==> src/rtl/pbw_motor_sequencer_if.sv <==
// Panel/motor signal bundle for the push-button window sequencer.
//
// Signalling contract (there is no valid/ready pair on this block):
//   - Drv_Press / Pas_Press are button levels sampled on every rising Clock
//     edge. Only a 0->1 change between two samples counts as a press, so a
//     held button never retriggers.
//   - Lockout, Lim_Open and Lim_Closed are levels sampled on every rising edge.
//   - Open_CW, Close_CCW, Busy and Fault are Moore outputs decoded from the
//     registered state. They change only after a rising edge, or at once on reset.
//   - state_dbg mirrors the FSM state encoding so that checkers can observe it.
interface pbw_motor_sequencer_if;
    logic       Drv_Press;
    logic       Pas_Press;
    logic       Lockout;
    logic       Lim_Open;
    logic       Lim_Closed;
    logic       Open_CW;
    logic       Close_CCW;
    logic       Busy;
    logic       Fault;
    logic [2:0] state_dbg;

    // The switch panel and limit switches drive the inputs.
    modport master (
        output Drv_Press, Pas_Press, Lockout, Lim_Open, Lim_Closed,
        input  Open_CW, Close_CCW, Busy, Fault, state_dbg
    );

    // The sequencer consumes the inputs and drives the motor lines.
    modport slave (
        input  Drv_Press, Pas_Press, Lockout, Lim_Open, Lim_Closed,
        output Open_CW, Close_CCW, Busy, Fault, state_dbg
    );
endinterface

==> src/rtl/pbw_motor_sequencer.sv <==
// Push-button window motor sequencer.
// This block arbitrates driver and passenger presses, and the driver can lock
// out the passenger button. It stops the motor at the limit switches. It keeps
// the motor off for a dead time before any reversal. It latches a fault when
// travel runs too long or when both limits read active at the same time.
module pbw_motor_sequencer #(
    parameter int DEAD_CYCLES = 4,
    parameter int TRAVEL_MAX  = 1000,
    parameter int CNT_W       = 16
) (
    input  logic                  Clock,
    input  logic                  Reset,
    pbw_motor_sequencer_if.slave  bus
);

    typedef enum logic [2:0] {
        ST_IDLE    = 3'd0,
        ST_OPENING = 3'd1,
        ST_CLOSING = 3'd2,
        ST_DEAD    = 3'd3,
        ST_FAULT   = 3'd4
    } state_t;

    typedef enum logic {
        DIR_CLOSE = 1'b0,
        DIR_OPEN  = 1'b1
    } dir_t;

    localparam logic [CNT_W-1:0] TRAVEL_LAST = CNT_W'(TRAVEL_MAX - 1);
    localparam logic [CNT_W-1:0] DEAD_LAST   = CNT_W'(DEAD_CYCLES - 1);

    state_t           state;
    dir_t             last_dir;
    dir_t             pending_dir;
    logic [CNT_W-1:0] travel_cnt;
    logic [CNT_W-1:0] dead_cnt;
    logic             drv_q;
    logic             pas_q;

    logic             ev_drv;
    logic             ev_pas;
    logic             ev_any;
    logic             both_lim;
    logic             travel_done;
    logic             dead_done;
    logic             pending_at_limit;
    dir_t             idle_dir;

    // Detect press edges, choose the start direction and find expiry conditions.
    always_comb begin
        ev_drv           = bus.Drv_Press & ~drv_q;
        // The passenger edge is dropped while locked out. When the driver edge
        // arrives in the same cycle, both edges merge into one event.
        ev_pas           = bus.Pas_Press & ~pas_q & ~bus.Lockout;
        ev_any           = ev_drv | ev_pas;
        both_lim         = bus.Lim_Open & bus.Lim_Closed;
        travel_done      = (travel_cnt == TRAVEL_LAST);
        dead_done        = (dead_cnt == DEAD_LAST);
        pending_at_limit = (pending_dir == DIR_OPEN) ? bus.Lim_Open : bus.Lim_Closed;
        // A limit switch fixes the direction. Without one, go opposite to the last travel.
        idle_dir         = DIR_OPEN;
        if (bus.Lim_Closed) begin
            idle_dir = DIR_OPEN;
        end else if (bus.Lim_Open) begin
            idle_dir = DIR_CLOSE;
        end else if (last_dir == DIR_CLOSE) begin
            idle_dir = DIR_OPEN;
        end else begin
            idle_dir = DIR_CLOSE;
        end
    end

    // Sequencer FSM with press history, travel and dead-time counters.
    always_ff @(posedge Clock or negedge Reset) begin
        if (!Reset) begin
            state       <= ST_IDLE;
            last_dir    <= DIR_CLOSE;
            pending_dir <= DIR_CLOSE;
            travel_cnt  <= '0;
            dead_cnt    <= '0;
            drv_q       <= 1'b0;
            pas_q       <= 1'b0;
        end else begin
            drv_q <= bus.Drv_Press;
            pas_q <= bus.Pas_Press;

            // Both limits active means a broken switch. That overrides every other move.
            if (both_lim && (state != ST_FAULT)) begin
                state <= ST_FAULT;
            end else begin
                case (state)
                    ST_IDLE: begin
                        if (ev_any) begin
                            travel_cnt <= '0;
                            state      <= (idle_dir == DIR_OPEN) ? ST_OPENING : ST_CLOSING;
                        end
                    end

                    ST_OPENING: begin
                        if (bus.Lim_Open) begin
                            state    <= ST_IDLE;
                            last_dir <= DIR_OPEN;
                        end else if (ev_any) begin
                            state       <= ST_DEAD;
                            pending_dir <= DIR_CLOSE;
                            dead_cnt    <= '0;
                        end else if (travel_done) begin
                            state <= ST_FAULT;
                        end else begin
                            travel_cnt <= travel_cnt + 1'b1;
                        end
                    end

                    ST_CLOSING: begin
                        if (bus.Lim_Closed) begin
                            state    <= ST_IDLE;
                            last_dir <= DIR_CLOSE;
                        end else if (ev_any) begin
                            state       <= ST_DEAD;
                            pending_dir <= DIR_OPEN;
                            dead_cnt    <= '0;
                        end else if (travel_done) begin
                            state <= ST_FAULT;
                        end else begin
                            travel_cnt <= travel_cnt + 1'b1;
                        end
                    end

                    ST_DEAD: begin
                        // Presses are ignored here. Their edges are still recorded
                        // in the history registers above, so they do not fire later.
                        if (dead_done) begin
                            if (pending_at_limit) begin
                                state    <= ST_IDLE;
                                last_dir <= pending_dir;
                            end else begin
                                travel_cnt <= '0;
                                state      <= (pending_dir == DIR_OPEN) ? ST_OPENING : ST_CLOSING;
                            end
                        end else begin
                            dead_cnt <= dead_cnt + 1'b1;
                        end
                    end

                    ST_FAULT: begin
                        // Only the driver can clear a fault. The motor stays off and last_dir is kept.
                        if (ev_drv) begin
                            state <= ST_IDLE;
                        end
                    end

                    default: begin
                        state <= ST_IDLE;
                    end
                endcase
            end
        end
    end

    // Moore decode of the registered state. The two direction lines are mutually exclusive by construction.
    always_comb begin
        bus.Open_CW   = (state == ST_OPENING);
        bus.Close_CCW = (state == ST_CLOSING);
        bus.Busy      = (state == ST_OPENING) || (state == ST_CLOSING) || (state == ST_DEAD);
        bus.Fault     = (state == ST_FAULT);
        bus.state_dbg = state;
    end

endmodule

==> src/flat_wrapper.sv <==
// flat-port wrapper written by rule: the top's interface ports become plain ports
module pbw_motor_sequencer_flat 
#(
    parameter int DEAD_CYCLES = 4,
    parameter int TRAVEL_MAX  = 1000,
    parameter int CNT_W       = 16
)
  (Clock, Reset, bus_Drv_Press, bus_Pas_Press, bus_Lockout, bus_Lim_Open, bus_Lim_Closed, bus_Open_CW, bus_Close_CCW, bus_Busy, bus_Fault, bus_state_dbg);
  pbw_motor_sequencer_if bus_i ();
  input  logic Clock;
  input  logic Reset;
  input wire logic [$bits(bus_i.Drv_Press)-1:0] bus_Drv_Press;
  input wire logic [$bits(bus_i.Pas_Press)-1:0] bus_Pas_Press;
  input wire logic [$bits(bus_i.Lockout)-1:0] bus_Lockout;
  input wire logic [$bits(bus_i.Lim_Open)-1:0] bus_Lim_Open;
  input wire logic [$bits(bus_i.Lim_Closed)-1:0] bus_Lim_Closed;
  output wire logic [$bits(bus_i.Open_CW)-1:0] bus_Open_CW;
  output wire logic [$bits(bus_i.Close_CCW)-1:0] bus_Close_CCW;
  output wire logic [$bits(bus_i.Busy)-1:0] bus_Busy;
  output wire logic [$bits(bus_i.Fault)-1:0] bus_Fault;
  output wire logic [$bits(bus_i.state_dbg)-1:0] bus_state_dbg;
  assign bus_i.Drv_Press = bus_Drv_Press;
  assign bus_i.Pas_Press = bus_Pas_Press;
  assign bus_i.Lockout = bus_Lockout;
  assign bus_i.Lim_Open = bus_Lim_Open;
  assign bus_i.Lim_Closed = bus_Lim_Closed;
  assign bus_Open_CW = bus_i.Open_CW;
  assign bus_Close_CCW = bus_i.Close_CCW;
  assign bus_Busy = bus_i.Busy;
  assign bus_Fault = bus_i.Fault;
  assign bus_state_dbg = bus_i.state_dbg;
  pbw_motor_sequencer #(.DEAD_CYCLES(DEAD_CYCLES), .TRAVEL_MAX(TRAVEL_MAX), .CNT_W(CNT_W)) u_core (.Clock(Clock), .Reset(Reset), .bus(bus_i));
endmodule
==> config.mk <==
export PLATFORM = sky130hd
export DESIGN_NAME = pbw_motor_sequencer_flat
export DESIGN_NICKNAME = d
export VERILOG_FILES = /design/src/rtl/pbw_motor_sequencer_if.sv /design/src/rtl/pbw_motor_sequencer.sv /design/src/flat_wrapper.sv
export SDC_FILE = /design/constraint.sdc
export NUM_CORES = 1
export LEC_CHECK = 0
export ABC_CLOCK_PERIOD_IN_PS = 2500
export BUFFER_PORTS_ARGS = -buffer_cell sky130_fd_sc_hd__buf_4
export CELL_PAD_IN_SITES_DETAIL_PLACEMENT = 1
export CELL_PAD_IN_SITES_GLOBAL_PLACEMENT = 1
export CORE_MARGIN = 2
export CORE_UTILIZATION = 43
export CTS_BUF_LIST = sky130_fd_sc_hd__clkbuf_4 sky130_fd_sc_hd__clkbuf_8
export DETAILED_ROUTE_END_ITERATION = 10
export GPL_TIMING_DRIVEN = 0
export PLACE_DENSITY = 0.88
export REMOVE_ABC_BUFFERS = 1
export SKIP_LAST_GASP = 1
export SLEW_MARGIN = 30
export SYNTH_ARGS = -nofsm -noshare
export SYNTH_HDL_FRONTEND = slang
export SYNTH_SLANG_ARGS = --single-unit
==> constraint.sdc <==
create_clock -name Clock -period 2.5 [get_ports Clock]
set_input_delay 0.25 -clock Clock [delete_from_list [all_inputs] [get_ports Clock]]
set_output_delay 0.25 -clock Clock [all_outputs]
set_load 0.02 [all_outputs]
Word level (Yosys, flattened, before mapping)

Index checks and enable logic that the tools add are counted.

Bitwise gates (word level): 9
Muxes and demuxes: 39
Reductions and logical operators: 12
Add/sub/neg operators: 2
Equal/unequal tests: 21

Operator list:

| operator                | number |
|---|---|
| $mux W16                | 11 |
| $pmux W16 S4            | 1 |
| $pmux W16 S3            | 1 |
| $add A16 B1 Y16 const B | 2 |
| $mux W3                 | 9 |
| $eq A16 B10 Y1 const B  | 1 |
| $eq A16 B2 Y1 const B   | 1 |
| $pmux W3 S5             | 1 |
| $mux W1                 | 12 |
| $ne A2 B2 Y1 const B    | 6 |
| $reduce_and A6 Y1       | 2 |
| $ne A2 B1 Y1 const B    | 5 |
| $ne A3 B1 Y1 const B    | 3 |
| $reduce_and A7 Y1       | 1 |
| $eq A3 B2 Y1 const B    | 2 |
| $reduce_and A5 Y1       | 1 |
| $and A1 B1 Y1           | 4 |
| $mux W2                 | 2 |
| $not A1 Y1              | 4 |
| $reduce_bool A4 Y1      | 1 |
| $eq A3 B1 Y1 const B    | 1 |
| $eq A3 B3 Y1 const B    | 1 |
| $logic_not A3 Y1        | 1 |
| $ne A3 B3 Y1 const B    | 1 |
| 8 further kinds         | 9 |

Input port bits: 7
Bits in registers: 39
Output and inout bits: 7

Depth between registers and ports, before layout

Gate-level depths: netlist (run 1).

Depth after elaboration: 8
Mapped depth: 8
Gate-level depth less buffers: 6

Least setup slack after synthesis (run 1)

Ideal clock, no wire load.

Kind: register to register
From: reg u_core.travel_cnt[11]
To: reg u_core.travel_cnt[6]
Setup time: 0.121 ns
Period minus slack after synthesis: 2.370 ns
Cell stages (with the launch flop): 9
Path slack: 0.130 ns
Data arrival time: 2.249 ns
Cell sequence: dfrtp_1 -> buf_6 -> or4_1 -> or4_1 -> buf_2 -> and3_1 -> buf_6 -> and3_4 -> o22a_1

Cells in the longest elaborated chain, start to end: 5
Elaborated cells on any way between the ends: 6

RTL lines:

| what                        | line                       | RTL |
|---|---|---|
| start: declaration          | pbw_motor_sequencer.sv:35  | `logic [CNT_W-1:0] travel_cnt;` |
| start signal: assignment    | pbw_motor_sequencer.sv:110 | `travel_cnt <= travel_cnt + 1'b1;` |
| start signal: assignment    | pbw_motor_sequencer.sv:125 | `travel_cnt <= travel_cnt + 1'b1;` |
| $eq A16 B10 Y1 (*)          | pbw_motor_sequencer.sv:57  | `travel_done = (travel_cnt == TRAVEL_LAST);` |
| $mux W16 (*) (2 in series)  | -                          |  |
| $mux W16 (on tied branches) | -                          |  |
| $pmux W16 S4 (*)            | -                          |  |

Every way passes the cells marked *; elsewhere a longest branch is shown, timed or not. The select of a mux whose other input is x is not followed.
A chain may end at the register's enable or synchronous reset.

Worst setup path in the final report (run 1)

Ends and elaborated chain as after synthesis.

==> results of run 1 <==
==> registers in the layout, indices dropped and copies added (netlist names) <==
signal	count
u_core.pending_dir	1
u_core.last_dir	1
u_core.pas_q	1
u_core.travel_cnt	16
u_core.bus.state_dbg	3
u_core.dead_cnt	16
u_core.drv_q	1
==> power groups by stage <==
stage               logic, mW  clock network, mW  registers (mW)
finish                  0.637              0.645           0.823
CTS                     0.632              0.656           0.819
global placement        0.579                  0           0.821
detailed placement      0.603                  0           0.830
floorplan               0.379                  0           0.810
global route            0.697              0.683           0.842
==> what timing repair did <==
action / CTS / global route
hold endpoints to repair: 39 / 0
buffers inserted: 3 / 1
hold buffers: 1 / 0
endpoints found under the setup margin: 13 / 3
resized for setup: 1 / 3
pin swaps: 1 / 1
==> worst max-delay path, cell delays in order (launching register included) <==
cell and delay [ns]:
dfrtp_1 0.46, or4_1 0.60, or4_4 0.60, and3_1 0.27
and3_4 0.21, o22a_1 0.18
==> per-layer routing <==
metal	routed length (µm)	up-vias	global-route usage, %	part of all wire [%]
met3	179	7	3.68	2.7
met2	3330	30	41.6	51
li1	-	1055	-	-
met4	55	0	6.14	0.84
met1	2970	1109	30.2	45
met5	0	-	0	0
==> synthesized netlist by cell type, types with 4 or more instances <==
| cell | instances |
|---|---|
| inv_1 | 8 |
| nor3_1 | 7 |
| xor2_1 | 5 |
| a31oi_1 | 11 |
| nand3_1 | 22 |
| dfrtp_1 | 39 |
| and2_1 | 7 |
| and3_1 | 7 |
| nand2b_1 | 4 |
| a21oi_1 | 15 |
| or4_1 | 4 |
| nand4_1 | 10 |
| or3_1 | 8 |
| a21o_1 | 5 |
| o21ai_0 | 17 |
| nor2_1 | 21 |
| clkbuf_1 | 11 |
| o41ai_1 | 5 |
| nor4_1 | 10 |
| nand2_1 | 22 |
==> cell type report <==
| cell class | instances | area, µm² |
|---|---|---|
| repair buffers | 18 | 138 |
| clock inverters | 2 | 60.1 |
| clock buffers | 6 | 76.3 |
| flip-flops and latches | 39 | 977 |
| multi-input cells | 214 | 1330 |
| well taps | 72 | 90.1 |
| inverters | 8 | 30.0 |
| fillers | 658 | 2740 |
==> kinds of logic after synthesis <==
family / count (synthesis)
compound gates: 69
buf+inv: 24
simple gates: 135
fa+ha+maj: 2
flops: 39
mux: 1
xor+xnor: 7
==> worst paths after layout <==
check	from	endpoint	slack [ns]	cells past startpoint
setup / recovery	u_core.travel_cnt[11]	u_core.travel_cnt[6]	0.07	5
max in group asynchronous	Reset	u_core.bus.state_dbg[0]	1.65	2
hold / removal	bus_Pas_Press	u_core.pas_q	0.06	1
setup reg to reg	u_core.travel_cnt[11]	u_core.travel_cnt[6]	0.07	5
hold reg to reg	u_core.travel_cnt[15]	u_core.travel_cnt[15]	0.49	1
min in group asynchronous	Reset	u_core.last_dir	0.47	2
==> summary.txt, run 1 <==
Global route
  • First-pass GRT wire length: 11600 µm
  • All-Layer GR Usage: 23.6%
  • Number of global-route vias before repair: 2397
  • Total gr overflow: 0
  • Pin count of the biggest net entering global routing: 40
  • Initial antenna violation count: 0

Floorplanning
  • Row Count: 27
  • Die X: 78.4 µm
  • Core Region: 5440 µm²
  • Ports: 14
  • Die ar.: 6150 µm²
  • Die Ht: 78.4 µm
  • Initial core utilization: 43.8%

Setup path
  • Setup CP Type: register to register
  • Crit path arrival time: 2.61 ns
  • Worst-path fanout max: 8
  • CP required: 2.68 ns
  • Worst Setup Start Kind: register
  • Crit. End Element: register

Place
  • Cells after DPL: 346
  • Routability Congestion: 0.839
  • # port buffers: 13
  • DP Area: 2510 µm²
  • Post-DP HPWL: 4460 µm
  • Pre-CTS setup slack: -0.176 ns

Pwr
  • Pwr dens: 779 nW/µm²
  • Combinational power share: 30.3%
  • Final Power: 2.10 mW
  • Leakage dissipation: 1.16 nW
  • Psw: 0.755 mW
  • Sw frac: 35.9%
  • Max rail drop VDD: 0.307 mV
  • Clk pwr share: 30.6%
  • Seq pwr share: 39.1%
  • Internal Power: 1.35 mW

CTS
  • CTS sink cnt: 39
  • Worst-skew pair later-pin latency: 0.29 ns
  • H-tree levels: 2
  • Max Buffers Root-to-Sink: 2
  • Clock transition at path regs: 0.08 ns
  • Root Driver: clkbuf_8
  • CTS tree: done
  • Num CTS Buffers: 5

Timing
  • RSZ-0062 raised after global routing: true
  • Endpoints failing setup: 0
  • Final worst slack: 0.0692 ns
  • Fmax: 0.411 GHz
  • Worst slew margin: 51.2%
  • Hold Slack: 0.0649 ns
  • Post-route minimum period: 2.43 ns
  • Tcrit/Tclk final: 97.2%
  • Slew @ Worst Pin: 0.726 ns
  • Number of max-slew violations in the final report: 0
  • Fin Setup TNS: 0 ns
  • Final hold vios: 0
  • Clk_skew: 0.00997 ns

Route
  • Via count: 2201
  • Drt pass-1 iters: 4
  • Final WL: 6530 µm
  • DRC viols: 0
  • Initial DRC Count: 132
  • Wire per inst: 18.2 µm
  • Routed Antenna Nets: 0
  • Vias per cell: 6.13

Cells and area
  • Commonest non-fill, non-tap cell in the layout: dfrtp_1
  • Nets: 295
  • Core Util, Final: 49.6%
  • Synthesis-to-layout area growth: 13.5%
  • Layout cell share with drive strength beyond 1: 14.3%
  • Commonest non-fill, non-tap cells in the layout: dfrtp_1, nand2_1, nand3_1, nor2_1
  • N_diodes: 0
  • Finished Cell Area: 2700 µm²
  • Post-Layout Cell Count: 359

Synthesis
  • Post-Synth XOR/XNOR Area: 2.58%
  • Post-synth EDFFs: 0
  • Synth Cell Area: 2380 µm²
  • Register bit total from synthesis: 39
  • Sequential area share after synthesis: 41.0%
  • Ys async rst share: 100%
  • Synth top area cells: dfrtp_1, nand3_1, o21ai_0
  • Area share of the largest cell type after synthesis: 41.0%
  • Mux contribution to synthesized area: 0.473%
  • Syn Area/Cell: 8.59 µm²
  • Adder-cell area share of the yosys netlist: 1.05%
  • Post-synthesis compound-gate area fraction: 19.4%
  • Top FF cell, synth: dfrtp_1
  • Synth warnings: 0
  • Largest family of logic cells by synthesized area: simple AND/OR/NAND/NOR gates
  • Post-synth cell types: 45
  • Simple logic cell fraction of the synthesized area: 30.9%
  • Cells after Synth: 277
  • Biggest area consumer among synthesized cells: dfrtp_1

Outcome
  • Outcome: finished clean

Hold path
  • Worst hold path type: primary input to register

Job
  • MaxCap Viol Count: 0
Note: power is estimated with default switching activity, not from simulation.
==> inputs of run 2 (changes only) <==
Settings changed: BUFFER_PORTS_ARGS -buffer_cell sky130_fd_sc_hd__buf_4 to -buffer_cell sky130_fd_sc_hd__buf_2.
==> run 2 against run 1 <==
Clock power down 22%; sequential power down 0.6%; utilization down 1.0 points; register-to-register slack worse by 0.02 ns; design area down 2.0%; sequential share of layout area up 0.71 points; clock skew up 0.0021 ns; first-iteration DRC count down 20%.
==> summary.txt, run 2 (synthesized netlist as in run 1, its figures left out) <==
Cells and area
  • N_diodes: 0
  • Commonest non-fill, non-tap cells in the layout: dfrtp_1, nand2_1, nand3_1, nor2_1, o21ai_0
  • Post-Layout Cell Count: 360
  • Synthesis-to-layout area growth: 11.1%
  • Commonest non-fill, non-tap cell in the layout: dfrtp_1
  • Layout cell share with drive strength beyond 1: 14.2%
  • Nets: 296

Pwr
  • Internal Power: 1.18 mW
  • Combinational power share: 32.5%
  • Max rail drop VDD: 0.393 mV
  • Sw frac: 39.4%
  • Leakage dissipation: 1.14 nW
  • Psw: 0.769 mW
  • Clk pwr share: 25.6%
  • Seq pwr share: 41.9%
  • Pwr dens: 738 nW/µm²

Timing
  • Worst slew margin: 42.9%
  • Final worst slack: 0.0453 ns
  • Tcrit/Tclk final: 98.2%
  • Slew @ Worst Pin: 0.849 ns
  • Post-route minimum period: 2.45 ns
  • Fin Setup TNS: 0 ns
  • Clk_skew: 0.0121 ns
  • RSZ-0062 raised after global routing: true
  • Fmax: 0.407 GHz
  • Number of max-slew violations in the final report: 0
  • Endpoints failing setup: 0
  • Final hold vios: 0

Route
  • Final WL: 6760 µm
  • DRC viols: 0
  • Routed Antenna Nets: 0
  • Vias per cell: 6.31
  • Via count: 2273
  • Initial DRC Count: 106
  • Drt pass-1 iters: 4
  • Wire per inst: 18.8 µm

Setup path
  • Crit. End Element: register
  • Reg2reg start: u_core.travel_cnt[11]
  • Worst-path fanout max: 8
  • RR Endpoint: u_core.travel_cnt[6]
  • Crit path arrival time: 2.64 ns
  • Reg2Reg Setup Slack: 0.05 ns
  • Critical Path Sink: u_core.travel_cnt[6]
  • Worst Setup Start Kind: register
  • Number of cells on the worst reg-to-reg path: 5
  • CP required: 2.69 ns
  • Critical Path Source: u_core.travel_cnt[11]
  • Setup CP Type: register to register

Floorplanning
  • Ports: 14
  • Die ar.: 6150 µm²
  • Core Region: 5440 µm²
  • Die Ht: 78.4 µm
  • Initial core utilization: 43.8%
  • Row Count: 27
  • Die X: 78.4 µm

Place
  • # port buffers: 13
  • Pre-CTS setup slack: -0.174 ns
  • Routability Congestion: 0.862
  • Cells after DPL: 346
  • Post-DP HPWL: 4420 µm

Outcome
  • Outcome: finished clean

CTS
  • H-tree levels: 2
  • Max Buffers Root-to-Sink: 2
  • Num CTS Buffers: 5
  • Root Driver: clkbuf_8
  • CTS tree: done
  • Worst-skew pair later-pin latency: 0.31 ns
  • CTS sink cnt: 39
  • Clock transition at path regs: 0.09 ns

Global route
  • Met1 Use GR: 28.9%
  • All-Layer GR Usage: 23.4%
  • Number of global-route vias before repair: 2366
  • GRT met2 Usage: 40.7%
  • Layer with the highest usage: met2
  • Initial antenna violation count: 0
  • First-pass GRT wire length: 11400 µm
  • Total gr overflow: 0
  • Pin count of the biggest net entering global routing: 40
  • M3 GR Usage: 4.02%

Hold path
  • Worst hold path type: primary input to register

Job
  • MaxCap Viol Count: 0
==> run 2: changes by cell type in the layout (fill, tap and decap cells not counted) <==
| cell | change |
|---|---|
| buf_2 | +12 |
| or3_1 | -1 |
| a21oi_1 | +1 |
| a21oi_2 | -1 |
| or3_4 | +1 |
| buf_4 | -11 |
| dfrtp_2 | -1 |
| clkbuf_4 | -1 |
| clkbuf_8 | +2 |
| clkinvlp_4 | +1 |
| dfrtp_1 | +1 |
| bufinv_16 | -2 |
==> run 2: routing by layer <==
metal / vias to the layer above / share of wire (%)
li1: 1061 / -
met1: 1146 / 44
met2: 53 / 51
met3: 13 / 3.9
met4: 0 / 1.6
met5: - / 0
==> run 2: critical path, cell delays in order, from the launching register on <==
cell     delay [ns]
dfrtp_1        0.48
or4_1          0.60
or4_4          0.61
and3_1         0.27
and3_4         0.20
o22a_1         0.18
==> run 2: worst min path at each step <==
| stage | cells past startpoint | from | end |
|---|---|---|---|
| after detailed placement | 1 | bus_Pas_Press | u_core.pas_q |
| after global placement | 1 | bus_Pas_Press | u_core.pas_q |
| after global routing | 1 | bus_Pas_Press | u_core.pas_q |
| after floorplan | 0 | Reset | u_core.bus.state_dbg[0] |
| final | 1 | bus_Pas_Press | u_core.pas_q |
| after CTS | 1 | bus_Pas_Press | u_core.pas_q |
==> run 2: power groups by stage <==
stage,sequential (mW),clock [mW],combinational (mW)
after detailed placement,0.828,0,0.577
final,0.818,0.500,0.634
after floorplan,0.810,0,0.379
after global placement,0.820,0,0.549
after global routing,0.840,0.527,0.699
after CTS,0.817,0.502,0.618
==> run 2: metrics by stage <==
step	hold slack [ns]	area [µm²]	util, %	power (mW)
3_5_place_dp	0.373	2480	45.5	1.40
5_1_grt	0.0573	2650	48.6	2.07
3_3_place_gp	0.370	2460	45.2	1.37
6_report	0.0561	2650	48.6	1.95
2_1_floorplan	-0.0456	2300	-	1.19
4_1_cts	0.0580	2610	48.0	1.94
==> run 2: area by class of cell <==
type,instances,area [µm²]
multi-input cells,214,1330
inverters,8,30.0
flip-flops and latches,39,976
fillers,653,2790
well taps,72,90.1
clock buffers,7,96.3
repair buffers,19,115
clock inverters,1,7.51
==> run 2: timing repair <==
| item | in CTS | in global routing |
|---|---|---|
| endpoints found under the setup margin | 13 | 13 |
| hold endpoints to repair | 0 | 39 |
| resized for setup | 0 | 3 |
| hold buffers | 0 | 1 |
| setup buffers | 4 | 1 |
| pin swaps | 1 | 1 |
==> inputs of run 3 (changes only) <==
Settings changed: HOLD_SLACK_MARGIN set to 0.15, MAX_ROUTING_LAYER set to met4.
==> run 3 against run 2 <==
Utilization is 0.39 points higher; combinational power hardly changed; setup slack better by 0.023 ns; via count is 0.22% higher; power hardly changed; worst hold slack better by 0.28 ns; clock skew is 0.0036 ns lower; count of clock-buffer cells in the layout stayed put; sequential cell count stayed put; routed wire length is 1.2% higher; critical endpoint unchanged; largest power group unchanged.
==> summary.txt, run 3 (synthesized netlist as in run 1, its figures left out) <==
Outcome
  • Outcome: finished clean

Setup path
  • Setup CP Type: register to register
  • Worst Setup Start Kind: register
  • Crit. End Element: register
  • Reg2reg start: u_core.travel_cnt[11]
  • Worst-path fanout max: 8
  • RR Endpoint: u_core.travel_cnt[6]
  • Slowest cell on the critical path: or4_4
  • Number of cells on the worst reg-to-reg path: 5
  • Cell family with most CP delay: simple AND/OR/NAND/NOR gates
  • CP required: 2.69 ns
  • Critical path, cell by cell: or4_1, or4_4, and3_1, and3_4, o22a_1
  • Largest stage delay, worst path: 0.60 ns
  • Crit path arrival time: 2.62 ns
  • Buf/Inv on CP: 0
  • Reg2Reg Setup Slack: 0.07 ns
  • Critical Path Sink: u_core.travel_cnt[6]
  • Critical Path Source: u_core.travel_cnt[11]
  • Levels on crit path: 5

Timing
  • Clk_skew: 0.00848 ns
  • Post-route minimum period: 2.43 ns
  • Slew @ Worst Pin: 0.929 ns
  • Endpoints failing setup: 0
  • Fmax: 0.411 GHz
  • Worst slew margin: 37.5%
  • RSZ-0062 raised after global routing: false
  • Tcrit/Tclk final: 97.3%
  • Final hold vios: 0
  • Number of max-slew violations in the final report: 0
  • Fin Setup TNS: 0 ns

Place
  • Post-DP HPWL: 4420 µm
  • Routability Congestion: 0.875
  • Cells after DPL: 346
  • # port buffers: 13

Cells and area
  • Synthesis-to-layout area growth: 12.0%
  • Post-Layout Cell Count: 362
  • Commonest non-fill, non-tap cell in the layout: dfrtp_1
  • # fillers: 649
  • N_diodes: 0
  • Layout cell share with drive strength beyond 1: 14.5%
  • Commonest non-fill, non-tap cells in the layout: dfrtp_1, nand2_1, nand3_1, nor2_1, o21ai_0
  • Nets: 298

CTS
  • CTS sink cnt: 39
  • Max Buffers Root-to-Sink: 2
  • Worst-skew pair later-pin latency: 0.30 ns
  • Root Driver: clkbuf_8
  • Clock transition at path regs: 0.09 ns
  • CTS tree: done
  • Num CTS Buffers: 5
  • H-tree levels: 2

Pwr
  • Clk pwr share: 25.4%
  • Leakage dissipation: 1.15 nW
  • Max rail drop VDD: 0.396 mV
  • Sw frac: 39.3%
  • Seq pwr share: 42.0%
  • Psw: 0.767 mW
  • Combinational power share: 32.5%
  • Internal Power: 1.19 mW
  • Pwr dens: 732 nW/µm²

Global route
  • First-pass GRT wire length: 11600 µm
  • Number of global-route vias before repair: 2365
  • Pin count of the biggest net entering global routing: 40
  • All-Layer GR Usage: 24.4%
  • Initial antenna violation count: 0
  • Total gr overflow: 0

Route
  • Met3 WL: 190 µm
  • Wire per inst: 18.9 µm
  • WL met2: 3440 µm
  • WL met1: 3070 µm
  • Max Used Layer: met4
  • Initial DRC Count: 126
  • Routed Antenna Nets: 0
  • Vias per cell: 6.29
  • Drt pass-1 iters: 4
  • DRC viols: 0
  • Via count: 2278
  • Final WL: 6840 µm

Floorplanning
  • Die X: 78.4 µm
  • Ports: 14
  • Row Count: 27
  • Core Region: 5440 µm²
  • Die Ht: 78.4 µm
  • Initial core utilization: 43.8%
  • Die ar.: 6150 µm²

Hold path
  • Worst hold path type: primary input to register

Job
  • MaxCap Viol Count: 0
-- run 3: layout make-up --
class	count	area [µm²]	area share [%]
Multi-Input combinational cell	214	1330	49.9
Sequential cell	39	977	36.6
Timing Repair Buffer	21	135	5.07
Clock buffer	7	96.3	3.61
Tap cell	72	90.1	3.38
Inverter	8	30.0	1.13
Clock inverter	1	7.51	0.282
-- run 3: power groups by stage --
stage	Clock [mW]	Combinational (mW)	Sequential, mW
2_1_floorplan	0	0.379	0.810
3_3_place_gp	0	0.549	0.820
6_report	0.497	0.636	0.821
4_1_cts	0.502	0.622	0.817
3_5_place_dp	0	0.577	0.828
5_1_grt	0.525	0.703	0.840
-- run 3: worst min-delay path by stage --
stage                        from                 endpoint  slack [ns]  cells after the start
floorplan                   Reset  u_core.bus.state_dbg[0]       -0.05                      0
global placement    bus_Pas_Press             u_core.pas_q        0.37                      1
detailed placement  bus_Pas_Press             u_core.pas_q        0.37                      1
CTS                  bus_Lim_Open       u_core.pending_dir        0.33                      3
global route         bus_Lim_Open       u_core.pending_dir        0.35                      3
finish               bus_Lim_Open       u_core.pending_dir        0.34                      3
-- run 3: timing repair --
item                                    in CTS  in global routing
buffers inserted                             4                  1
hold endpoints to repair                    41                  0
hold buffers                                 3                  0
endpoints found under the setup margin      13                 14
gates resized for setup                      0                  4
pin swaps                                    1                  1
-- run 3: metal layers --
layer / vias to the layer above / track usage [%]
li1: 1061 / -
met1: 1161 / 29.7
met2: 40 / 41.1
met3: 16 / 4.02
met4: 0 / 8.42
met5: - / -
-- run 3: per-stage QoR --
stage | cell area, µm² | total power, mW | setup WS [ns] | hold slack [ns] | utilization (%)
after detailed placement | 2480 | 1.40 | -0.174 | 0.373 | 45.5
after floorplan | 2300 | 1.19 | -0.0264 | -0.0456 | -
after CTS | 2640 | 1.94 | 0.000896 | 0.332 | 48.5
after global placement | 2460 | 1.37 | -0.570 | 0.370 | 45.2
final | 2670 | 1.95 | 0.0678 | 0.338 | 49.0
after global routing | 2670 | 2.07 | 0.00463 | 0.347 | 49.0
-- run 3: worst register-to-register path, cell delays in order (launching register included) --
cell and delay [ns]:
dfrtp_2 0.47, or4_1 0.58, or4_4 0.60, and3_1 0.27, and3_4 0.21, o22a_1 0.18
